===== config.mk =====
export PLATFORM = sky130hd
export DESIGN_NAME = mem_port_arbiter
export DESIGN_NICKNAME = d
export VERILOG_FILES = /design/src/rtl/mem_port_arbiter_pkg.sv /design/src/rtl/mem_port_arbiter_starve_ctr.sv /design/src/rtl/mem_port_arbiter.sv
export SDC_FILE = /design/constraint.sdc
export NUM_CORES = 1
export LEC_CHECK = 0
export CORE_AREA = 3 3 197 199
export CTS_BUF_LIST = sky130_fd_sc_hd__clkbuf_4 sky130_fd_sc_hd__clkbuf_8
export CTS_CLUSTER_DIAMETER = 60
export DETAILED_ROUTE_END_ITERATION = 6
export DIE_AREA = 0 0 200 202
export GPL_ROUTABILITY_DRIVEN = 1
export HOLD_SLACK_MARGIN = 0.05
export PLACE_DENSITY = 0.65
export SETUP_SLACK_MARGIN = 0.1
export SLEW_MARGIN = 20
export SYNTH_ARGS = -nofsm -noshare
export SYNTH_HDL_FRONTEND = slang
export SYNTH_SLANG_ARGS = --single-unit

===== constraint.sdc =====
create_clock -name clk -period 3.4 [get_ports clk]
set_input_delay 0.68 -clock clk [delete_from_list [all_inputs] [get_ports clk]]
set_output_delay 0.68 -clock clk [all_outputs]
set_load 0.01 [all_outputs]

===== src/rtl/mem_port_arbiter_pkg.sv =====
// Shared encodings and bus widths for the fetch/data memory port arbiter.
package mem_port_arbiter_pkg;

  localparam int INST_ADDR_SIZE = 64;
  localparam int DATA_BUS       = 64;

  typedef enum logic [1:0] {
    ARB_IDLE = 2'd0,
    ARB_CMD  = 2'd1,
    ARB_RESP = 2'd2
  } arb_state_t;

  typedef enum logic {
    OWN_IF = 1'b0,
    OWN_D  = 1'b1
  } arb_owner_t;

  function automatic logic [31:0] word_sel(input logic [63:0] dw, input logic hi);
    return hi ? dw[63:32] : dw[31:0];
  endfunction

endpackage


===== src/rtl/mem_port_arbiter_starve_ctr.sv =====
// Saturating count of consecutive fetch losses; at_max forces the next fetch grant.
// Clear has priority over increment.
module arb_starve_ctr #(
  parameter int STARVE_MAX = 4
) (
  input  logic clk,
  input  logic rst,
  input  logic i_inc,
  input  logic i_clr,
  output logic o_at_max
);

  localparam int CW = $clog2(STARVE_MAX + 1);

  logic [CW-1:0] r_cnt;
  logic          w_at_max;

  assign w_at_max = (r_cnt == CW'(STARVE_MAX));
  assign o_at_max = w_at_max;

  always_ff @(posedge clk) begin
    if (!rst) begin
      r_cnt <= '0;
    end else if (i_clr) begin
      r_cnt <= '0;
    end else if (i_inc && !w_at_max) begin
      r_cnt <= r_cnt + CW'(1);
    end
  end

endmodule


===== src/rtl/mem_port_arbiter.sv =====
// Shares one single-ported memory between fetch and load/store, data-first with fetch anti-starvation.
// One transaction in flight; owner rvalid 3 cycles after accept on zero-wait memory; requesters hold req until ready.
module mem_port_arbiter
  import mem_port_arbiter_pkg::*;
#(
  parameter int ADDR_W     = INST_ADDR_SIZE,
  parameter int DATA_W     = DATA_BUS,
  parameter int STARVE_MAX = 4
) (
  input  logic                clk,
  input  logic                rst,
  input  logic                if_req,
  input  logic [ADDR_W-1:0]   if_addr,
  output logic                if_ready,
  output logic                if_rvalid,
  output logic [31:0]         if_rdata,
  input  logic                d_req,
  input  logic                d_we,
  input  logic [ADDR_W-1:0]   d_addr,
  input  logic [DATA_W-1:0]   d_wdata,
  input  logic [DATA_W/8-1:0] d_wmask,
  output logic                d_ready,
  output logic                d_rvalid,
  output logic [DATA_W-1:0]   d_rdata,
  output logic                mem_req,
  output logic                mem_we,
  output logic [ADDR_W-1:0]   mem_addr,
  output logic [DATA_W-1:0]   mem_wdata,
  output logic [DATA_W/8-1:0] mem_wmask,
  input  logic                mem_gnt,
  input  logic                mem_rvalid,
  input  logic [DATA_W-1:0]   mem_rdata,
  output logic                busy
);

  arb_state_t          r_state, w_next;
  arb_owner_t          r_owner;
  logic [ADDR_W-1:0]   r_addr;
  logic                r_we;
  logic [DATA_W-1:0]   r_wdata;
  logic [DATA_W/8-1:0] r_wmask;
  logic                r_word_hi;
  logic                r_if_rvalid, r_d_rvalid;
  logic [31:0]         r_if_rdata;
  logic [DATA_W-1:0]   r_d_rdata;

  logic w_grant_if, w_grant_d, w_done, w_inc, w_clr, w_at_max, w_cmd;
  logic w_unused;

  assign w_unused = ^{if_addr[1:0], d_addr[2:0]};

  arb_starve_ctr #(.STARVE_MAX(STARVE_MAX)) u_starve (
    .clk      (clk),
    .rst      (rst),
    .i_inc    (w_inc),
    .i_clr    (w_clr),
    .o_at_max (w_at_max)
  );

  always_ff @(posedge clk) begin
    if (!rst) r_state <= ARB_IDLE;
    else      r_state <= w_next;
  end

  always_comb begin
    w_next     = r_state;
    w_grant_if = 1'b0;
    w_grant_d  = 1'b0;
    w_inc      = 1'b0;
    w_clr      = 1'b0;
    w_done     = 1'b0;
    mem_req    = 1'b0;
    case (r_state)
      ARB_IDLE: begin
        // Fetch only loses to a pending data request until it has lost STARVE_MAX times.
        if (if_req && (!d_req || w_at_max)) begin
          w_grant_if = 1'b1;
          w_clr      = 1'b1;
          w_next     = ARB_CMD;
        end else if (d_req) begin
          w_grant_d = 1'b1;
          w_inc     = if_req;
          w_next    = ARB_CMD;
        end
      end
      ARB_CMD: begin
        mem_req = 1'b1;
        if (mem_gnt) begin
          if (mem_rvalid) begin
            w_done = 1'b1;
            w_next = ARB_IDLE;
          end else begin
            w_next = ARB_RESP;
          end
        end
      end
      ARB_RESP: begin
        if (mem_rvalid) begin
          w_done = 1'b1;
          w_next = ARB_IDLE;
        end
      end
      default: w_next = ARB_IDLE;
    endcase
  end

  always_ff @(posedge clk) begin
    if (!rst) begin
      r_owner     <= OWN_IF;
      r_addr      <= '0;
      r_we        <= 1'b0;
      r_wdata     <= '0;
      r_wmask     <= '0;
      r_word_hi   <= 1'b0;
      r_if_rvalid <= 1'b0;
      r_d_rvalid  <= 1'b0;
      r_if_rdata  <= '0;
      r_d_rdata   <= '0;
    end else begin
      r_if_rvalid <= 1'b0;
      r_d_rvalid  <= 1'b0;
      if (w_grant_if) begin
        r_owner   <= OWN_IF;
        r_addr    <= {if_addr[ADDR_W-1:3], 3'b000};
        r_we      <= 1'b0;
        r_wdata   <= '0;
        r_wmask   <= '0;
        r_word_hi <= if_addr[2];
      end else if (w_grant_d) begin
        r_owner   <= OWN_D;
        r_addr    <= {d_addr[ADDR_W-1:3], 3'b000};
        r_we      <= d_we;
        r_wdata   <= d_wdata;
        r_wmask   <= d_we ? d_wmask : '0;
        r_word_hi <= 1'b0;
      end
      if (w_done) begin
        if (r_owner == OWN_IF) begin
          r_if_rvalid <= 1'b1;
          r_if_rdata  <= word_sel(mem_rdata, r_word_hi);
        end else begin
          r_d_rvalid <= 1'b1;
          if (!r_we) r_d_rdata <= mem_rdata;
        end
      end
    end
  end

  assign w_cmd     = (r_state == ARB_CMD);
  assign mem_we    = w_cmd & r_we;
  assign mem_addr  = w_cmd ? r_addr : '0;
  assign mem_wdata = w_cmd ? r_wdata : '0;
  assign mem_wmask = w_cmd ? r_wmask : '0;

  assign if_ready  = w_grant_if;
  assign d_ready   = w_grant_d;
  assign if_rvalid = r_if_rvalid;
  assign if_rdata  = r_if_rdata;
  assign d_rvalid  = r_d_rvalid;
  assign d_rdata   = r_d_rdata;
  assign busy      = (r_state != ARB_IDLE);

endmodule


* Word-level counts from Yosys, hierarchy flattened
Index checks and enable logic that the tools add are counted. Widths: inputs -> output; s select.
Storage, ports and cells: bits in registers 239, logic and storage cells 65
Operators by class: add/sub/neg operators 1, equal/unequal tests 6, mux-type cells 29, bitwise logic cells 4, reduce and logical (&&, ||, !) cells 13
Operators with widths (number):
- $mux 64 | 4
- $mux 32 | 1
- $mux 8 | 2
- $mux 1 | 15
- $mux 2 | 5
- $pmux 2 s3 | 1
- $reduce_and 3->1 | 2
- $ne 2x2->1 const B | 2
- $reduce_and 2->1 | 2
- $reduce_bool 2->1 | 2
- $add 3x1->3 const B | 1
- $eq 3x3->1 const B | 1
- $ne 3x3->1 const B | 1
- $not 1->1 | 3
- $eq 2x1->1 const B | 1
- $eq 2x2->1 const B | 1
- $logic_and 1x1->1 | 2
- $logic_not 1->1 | 2
- $logic_not 2->1 | 1
- $pmux 1 s2 | 1
- $reduce_or 2->1 | 1
- $and 1x1->1 | 1
- $logic_or 1x1->1 | 1

* Depth between registers and ports, before layout
Gate-level depths: netlist of the first run.
word-level depth 7, depth in mapped cells 9, depth with buffers taken out 5

* Cells and area by module
From an unflattened synthesis of the first run, not the netlist that was laid out.
Unflattened totals: cell total of the unflattened synthesis 1182, area, all modules 10639.0 um^2
By module, submodules not included:
- mem_port_arbiter | instances 1, cells each 1164, area an instance 10451.3 um^2
- arb_starve_ctr | instances 1, cells each 18, area an instance 187.7 um^2

* Least setup slack after synthesis of the first run
Ideal clock, no wire load.
kind reg-to-output, start point register r_state[1], end point output mem_wdata[20], arrival 1.467 ns, required time 2.720 ns, setup slack 1.253 ns, cell stages (with the launch flop) 7, path through dfxtp_1 > inv_1 > ha_1 > buf_2 > clkbuf_1 > clkbuf_1 > and2_1
Between the ends: cells in the longest elaborated chain, start to end 2
Ends and longest elaborated chain:
- start: declaration | line mem_port_arbiter.sv:36 | arb_state_t r_state, w_next;
- start signal: assignment | line mem_port_arbiter.sv:62 | else r_state <= w_next;
- $eq 2x1->1 | line mem_port_arbiter.sv:149 | assign w_cmd = (r_state == ARB_CMD);
- $mux 64 | line mem_port_arbiter.sv:152 | assign mem_wdata = w_cmd ? r_wdata : '0;
- end: declaration | line mem_port_arbiter.sv:28 | output logic [DATA_W-1:0] mem_wdata,
No other way between the ends.

* Worst setup path in the final report of the first run
start point register r_state[1], end point output mem_addr[60]
Between the ends: cells in the longest elaborated chain, start to end 2
Ends and longest elaborated chain:
- $eq 2x1->1 | line mem_port_arbiter.sv:149
- $mux 64 | line mem_port_arbiter.sv:151 | assign mem_addr = w_cmd ? r_addr : '0;
- end: declaration | line mem_port_arbiter.sv:27 | output logic [ADDR_W-1:0] mem_addr,
No other way between the ends.

==> results of run 1 <==
==> path summary, 6_finish.rpt <==
kind                        to  slack (ns)  cells past startpoint
hold / removal     r_wdata[61]        0.47                      2
setup reg to reg   r_wdata[51]        1.25                      7
hold reg to reg    r_wdata[61]        0.47                      2
setup / recovery  mem_addr[60]        0.31                      5
==> what timing repair did <==
item / in CTS / in global routing
setup buffers: 2 / 0
gates resized for setup: 0 / 1
endpoints found under the hold margin: 0 / 0
hold buffers: 0 / 0
setup endpoints to repair: 81 / 2
==> cell type report <==
type,instances,area [µm²],share of cell area
sequential,239,4790,0.278
multi-input combinational,939,5520,0.321
inverter,6,23.8,0.00138
clock buffer,69,850,0.0493
timing repair buffer,530,5370,0.312
tap,511,639,0.0371
clock inverter,4,22.5,0.00131
==> through the flow <==
step / instances / setup slack [ns] / hold slack [ns]
2_1_floorplan: 1344 / 1.25 / 0.443
3_3_place_gp: 2223 / 0.330 / 0.453
3_5_place_dp: 2223 / 0.348 / 0.462
4_1_cts: 2298 / 0.106 / 0.469
5_1_grt: 2298 / 0.172 / 0.487
6_report: 2298 / 0.306 / 0.468
==> power groups by stage <==
stage	Sequential (µW)	Clock, µW	Combinational (µW)
2_1_floorplan	3110	0	832
5_1_grt	3100	2990	1820
3_5_place_dp	3140	0	1650
4_1_cts	3080	2870	1680
3_3_place_gp	3130	0	1630
6_report	3080	2770	1670
==> cells in the mapped netlist <==
cell type | count | area (µm²)
a21bo_2 | 1 | 10.0
buf_4 | 6 | 45.0
nand4b_1 | 2 | 17.5
nand4_1 | 9 | 56.3
ha_1 | 6 | 75.1
a31oi_1 | 61 | 382
and3_1 | 2 | 12.5
mux2i_1 | 32 | 320
inv_2 | 1 | 3.75
o21a_1 | 3 | 22.5
buf_2 | 47 | 235
a21oi_1 | 234 | 1170
clkbuf_1 | 101 | 379
xnor2_1 | 1 | 8.76
and3b_1 | 1 | 8.76
nor3b_1 | 2 | 15.0
a21o_1 | 1 | 7.51
nor2b_1 | 2 | 12.5
a32oi_1 | 1 | 8.76
nor4_1 | 1 | 6.26
buf_6 | 5 | 56.3
nand2_1 | 4 | 15.0
a21boi_4 | 1 | 18.8
nor4b_1 | 1 | 8.76
and2_1 | 137 | 857
buf_1 | 1 | 3.75
and4b_1 | 1 | 10.0
nand3_1 | 131 | 656
a211oi_2 | 30 | 375
nor2_1 | 6 | 22.5
dfxtp_1 | 239 | 4780
conb_1 | 1 | 3.75
inv_1 | 5 | 18.8
a211oi_1 | 2 | 15.0
o21ai_2 | 2 | 17.5
o31a_1 | 2 | 17.5
o21ai_0 | 260 | 1300
==> logic make-up (layout without fill, tap and decap cells) <==
group,Yosys count,after routing,share of synthesized area
AOI/OAI and AO/OA,598,598,0.305
buffers and inverters,166,609,0.0676
DFF,239,239,0.436
and+or+nand+nor,299,299,0.155
other,1,3,0.000342
xor gates and xnor gates,1,1,0.000798
muxes,32,32,0.0292
adders and majority gates,6,6,0.00684
==> flip-flops by register name (all words and copies together) (netlist names) <==
register and count:
d_rdata 64, d_rvalid 1, if_rdata 32, if_rvalid 1, r_addr 61, r_owner 1
r_state 2, r_wdata 64, r_we 1, r_wmask 8, r_word_hi 1, u_starve.r_cnt 3
==> metal layers <==
metal  vias up  GRT usage  wire (µm)
met1      5551      0.257      17900
li1       5645          -          -
met4         0     0.0768       1360
met5         -          0          0
met2       564      0.338      21100
met3        86     0.0617       4360
==> critical path, stage by stage, from the launching register on <==
cell and delay [ns]:
dfxtp_1 0.32, inv_1 0.13, ha_4 0.38, buf_12 0.23, and2_1 0.19, clkdlybuf4s50_1 0.57
==> impl_metrics.toml, run 1 <==
[power]
combPwrFrac = 0.222
p_clk_frac = 0.368
p_sw_uw = 2190
power_uw = 7530
max-vdd-ir-drop_uv = 306
power_density_nw_per_um2 = 437
swShare = 0.291
power.leakage_uw = 0.00583
p_seq_frac = 0.410
power.internal_uw = 5340

[clocking]
clock_latency_ns = 0.58
cts_root_buf = "clkbuf_8"
cts_buffer_depth = 3
cts_buffers = 43
clk_pin_slew_ns = 0.06
htreeDepth = 2
cts_tree = "done"
clock-sinks = 239

[global_routing]
gr-usage-all-layers = 0.207
grt_max_degree = 98
antenna_found_initial = 1
grt-ovfl-total = 0
grt_first_pass_wirelength_um = 66800
grt_pass1_vias = 11502

[place]
port_buffers = 501
placed_area_um2 = 16300
dp_hpwl_um = 29000
gp_congestion = 0.831

[floorplanning]
die-area_um2 = 40400
initial_utilization = 0.294
ioPinCount = 510
rows = 71
die_w_um = 200
die_h_um = 202
coreArea_um2 = 37400

[synth]
synth-seq-area-share = 0.436
netlist_area_um2 = 11000
synth_seq_cells = 239
ys_types = 37
postSynthCellCount = 1342
synth_area_per_cell_um2 = 8.18
yosys_warnings = 0

[route]
dr_total_vias = 11846
dr.first_iter.drc_count = 567
first_pass_iters = 5
viasPerCell = 5.15
avgRoutedWirePerCell_um = 19.5
drcViolationCount = 0
totalWireLength_um = 44700
ant_nets = 0

[setup_path]
crit_start = "r_state[1]"
cp-end-kind = "output port"
crit_path_start_kind = "flip-flop"
crit_required_ns = 2.72
worstReg2RegStart = "r_state[0]"
arrival_ns = 2.41
cp_max_fo = 32
path_class = "reg -> out"

[sta]
fin_skew_ns = 0.0145
maxSlewViolCount = 0
clock.fmax_mhz = 323
setup_viol = 0
hold_viol = 0
min_period_over_period = 0.910
tns_ns = 0
rsz0062_at_grt = "false"
worst_slew_pin_slew_ns = 0.805
max-slew-margin-rel = 0.464
period_needed_ns = 3.09

[cells_and_area]
fill_cells = 3630
final_cell_mix = "500 x clkdlybuf4s50_1, 260 x o21ai_0, 238 x dfxtp_1, 233 x a21oi_1, 134 x and2_1"
final_common_cell = "clkdlybuf4s50_1"
areaGrowthSynthToFinish_pct = 56.8
antenna_cells = 0
fin_nets = 2036
final_util = 0.460
drive_gt1_frac = 0.0845
final_area_um2 = 17200

[min_path]
min-delay-start = "r_wdata[61]"
hp-class = "reg -> reg"

[run_status]
status = "completed"

[job]
cap_viol_max_count = 0
No activity file was read; power rests on OpenSTA's default activity.
==> inputs of run 2 (changes only) <==
Settings changed: CORE_AREA 3 3 197 199 to 3 3 195 197, DIE_AREA 0 0 200 202 to 0 0 198 200, PLACE_DENSITY 0.65 to 0.66.
Clock period 3.4 ns to 3.2 ns, I/O delays scaled along.
==> run 2 against run 1 <==
Against the previous run: final cell count fell by 1.3%; non-clock buffer count increased by 9; die area is 2.0% lower; via count rose by 1.7%; flip-flop and latch count unchanged; combinational power grew 7%; sequential share of layout area decreased by 0.065 points; critical endpoint is now mem_addr[58]; setup slack worse by 0.095 ns; largest power group unchanged.
==> impl_metrics.toml, run 2 (synthesis gave the netlist of run 1 again) <==
[run_status]
status = "completed"

[job]
cap_viol_max_count = 0

[setup_path]
crit_path_start_kind = "flip-flop"
r2r_slack_ns = 0.95
crit_required_ns = 2.56
worstReg2RegStart = "u_starve.r_cnt[0]"
critPathBufInv = 3
r2r_cells = 6
reg2reg_to = "r_addr[61]"
path_class = "reg -> out"
cp_top_family = "buffers and inverters"
slowest_stage = "clkdlybuf4s50_1"
cpPeakStageDelay_ns = 0.55
cp_max_fo = 57
cp-end-kind = "output port"
crit_chain = "inv_1 > ha_4 > buf_16 > and2_1 > clkdlybuf4s50_1"
arrival_ns = 2.35

[sta]
tns_ns = 0
worst_hold_slack_ns = 0.468
period_needed_ns = 2.99
clock.fmax_mhz = 335
fin_skew_ns = 0.0243
hold_viol = 0
max-slew-margin-rel = 0.388
setup_viol = 0
min_period_over_period = 0.934
timing.final.ws_setup_ns = 0.212
maxSlewViolCount = 0
rsz0062_at_grt = "true"
worst_slew_pin_slew_ns = 0.918

[route]
totalWireLength_um = 45500
drcViolationCount = 0
first_pass_iters = 5
ant_nets = 0
dr_total_vias = 12044
avgRoutedWirePerCell_um = 20.0
dr.first_iter.drc_count = 563
viasPerCell = 5.31

[global_routing]
gr-usage-all-layers = 0.213
grt-ovfl-total = 0
grt_pass1_vias = 11755
grt_max_degree = 98
antenna_found_initial = 2
grt_first_pass_wirelength_um = 67000

[min_path]
hold-path-cell-count = 2
min-delay-start = "r_wmask[7]"
hp-class = "reg -> reg"
min_to = "r_wmask[7]"

[floorplanning]
rows = 70
coreArea_um2 = 36400
die-area_um2 = 39600
initial_utilization = 0.301
die_h_um = 200
ioPinCount = 510
die_w_um = 198

[clocking]
cts_buffer_depth = 3
clk_pin_slew_ns = 0.06
clock_latency_ns = 0.59
cts_buffers = 46
clock-sinks = 239
cts_root_buf = "clkbuf_8"
ctsHoldBuffers = 0
htreeDepth = 2
cts_tree = "done"

[place]
gp_congestion = 0.863
dp_hpwl_um = 30000
pre_cts_slack_ns = 0.318
port_buffers = 501

[power]
power.leakage_uw = 0.00591
p_seq_frac = 0.400
power.internal_uw = 5830
p_sw_uw = 2360
swShare = 0.288
max-vdd-ir-drop_uv = 343
combPwrFrac = 0.217
p_clk_frac = 0.383
power_density_nw_per_um2 = 475

[cells_and_area]
final_cell_mix = "498 x clkdlybuf4s50_1, 260 x o21ai_0, 238 x dfxtp_1, 233 x a21oi_1, 134 x and2_1"
fin_nets = 2048
final_common_cell = "clkdlybuf4s50_1"
fill_cells = 3533
areaGrowthSynthToFinish_pct = 57.1
drive_gt1_frac = 0.0901
run 2: repair_timing:
item                                    4_1_cts  5_1_grt
resized for setup                             2        2
setup buffers                                 5        0
cloned                                        0        0
endpoints found under the setup margin      103        4
run 2: how the worst max path moves through the flow:
stage | depth (start not counted) | slack (ns) | startpoint | end
global placement | 4 | 0.32 | if_req | if_ready
finish | 5 | 0.21 | r_state[1] | mem_addr[58]
CTS | 5 | 0.13 | r_state[1] | mem_addr[12]
detailed placement | 4 | 0.32 | if_req | if_ready
floorplan | 6 | 1.09 | r_state[1] | mem_wdata[20]
global route | 5 | 0.09 | r_state[1] | mem_addr[58]
run 2: worst reg2reg max path: cells and delay by family, from the launching register on:
family / cells / cell delay [ns]
compound gates: 3 / 1.10
buf+inv: 2 / 0.44
flops: 1 / 0.33
fa+ha+maj: 1 / 0.30
run 2: power groups by stage:
stage                     Sequential (µW)  Clock, µW  Combinational, µW
after CTS                            3270       3250               1780
after detailed placement             3330          0               1750
after global placement               3320          0               1740
final                                3270       3140               1780
after floorplan                      3300          0                884
after global routing                 3290       3370               1930
run 2: through the flow:
stage | area (µm²) | power (µW) | cells | util
6_report | 17200 | 8190 | 2268 | 0.473
5_1_grt | 17200 | 8590 | 2266 | 0.473
4_1_cts | 17200 | 8300 | 2266 | 0.473
3_5_place_dp | 16200 | 5080 | 2186 | 0.446
3_3_place_gp | 16200 | 5060 | 2186 | 0.446
2_1_floorplan | 11000 | 4190 | 1344 | -
run 2: area by class of cell:
class | count | area, µm² | share of cell area
clock inverters | 6 | 57.6 | 0.00334
flip-flops and latches | 239 | 4790 | 0.277
well taps | 468 | 586 | 0.0340
diodes | 2 | 5.00 | 0.000290
inverters | 6 | 23.8 | 0.00138
repair buffers | 539 | 5380 | 0.312
multi-input cells | 939 | 5520 | 0.320
clock buffers | 69 | 887 | 0.0514
run 2: layer usage:
metal  up-vias  routed length (µm)  GRT usage
met5         -                  27          0
met4         4                1990      0.104
met3       116                4100     0.0650
met2       561               21200      0.349
met1      5703               18100      0.255
li1       5660                   -          -
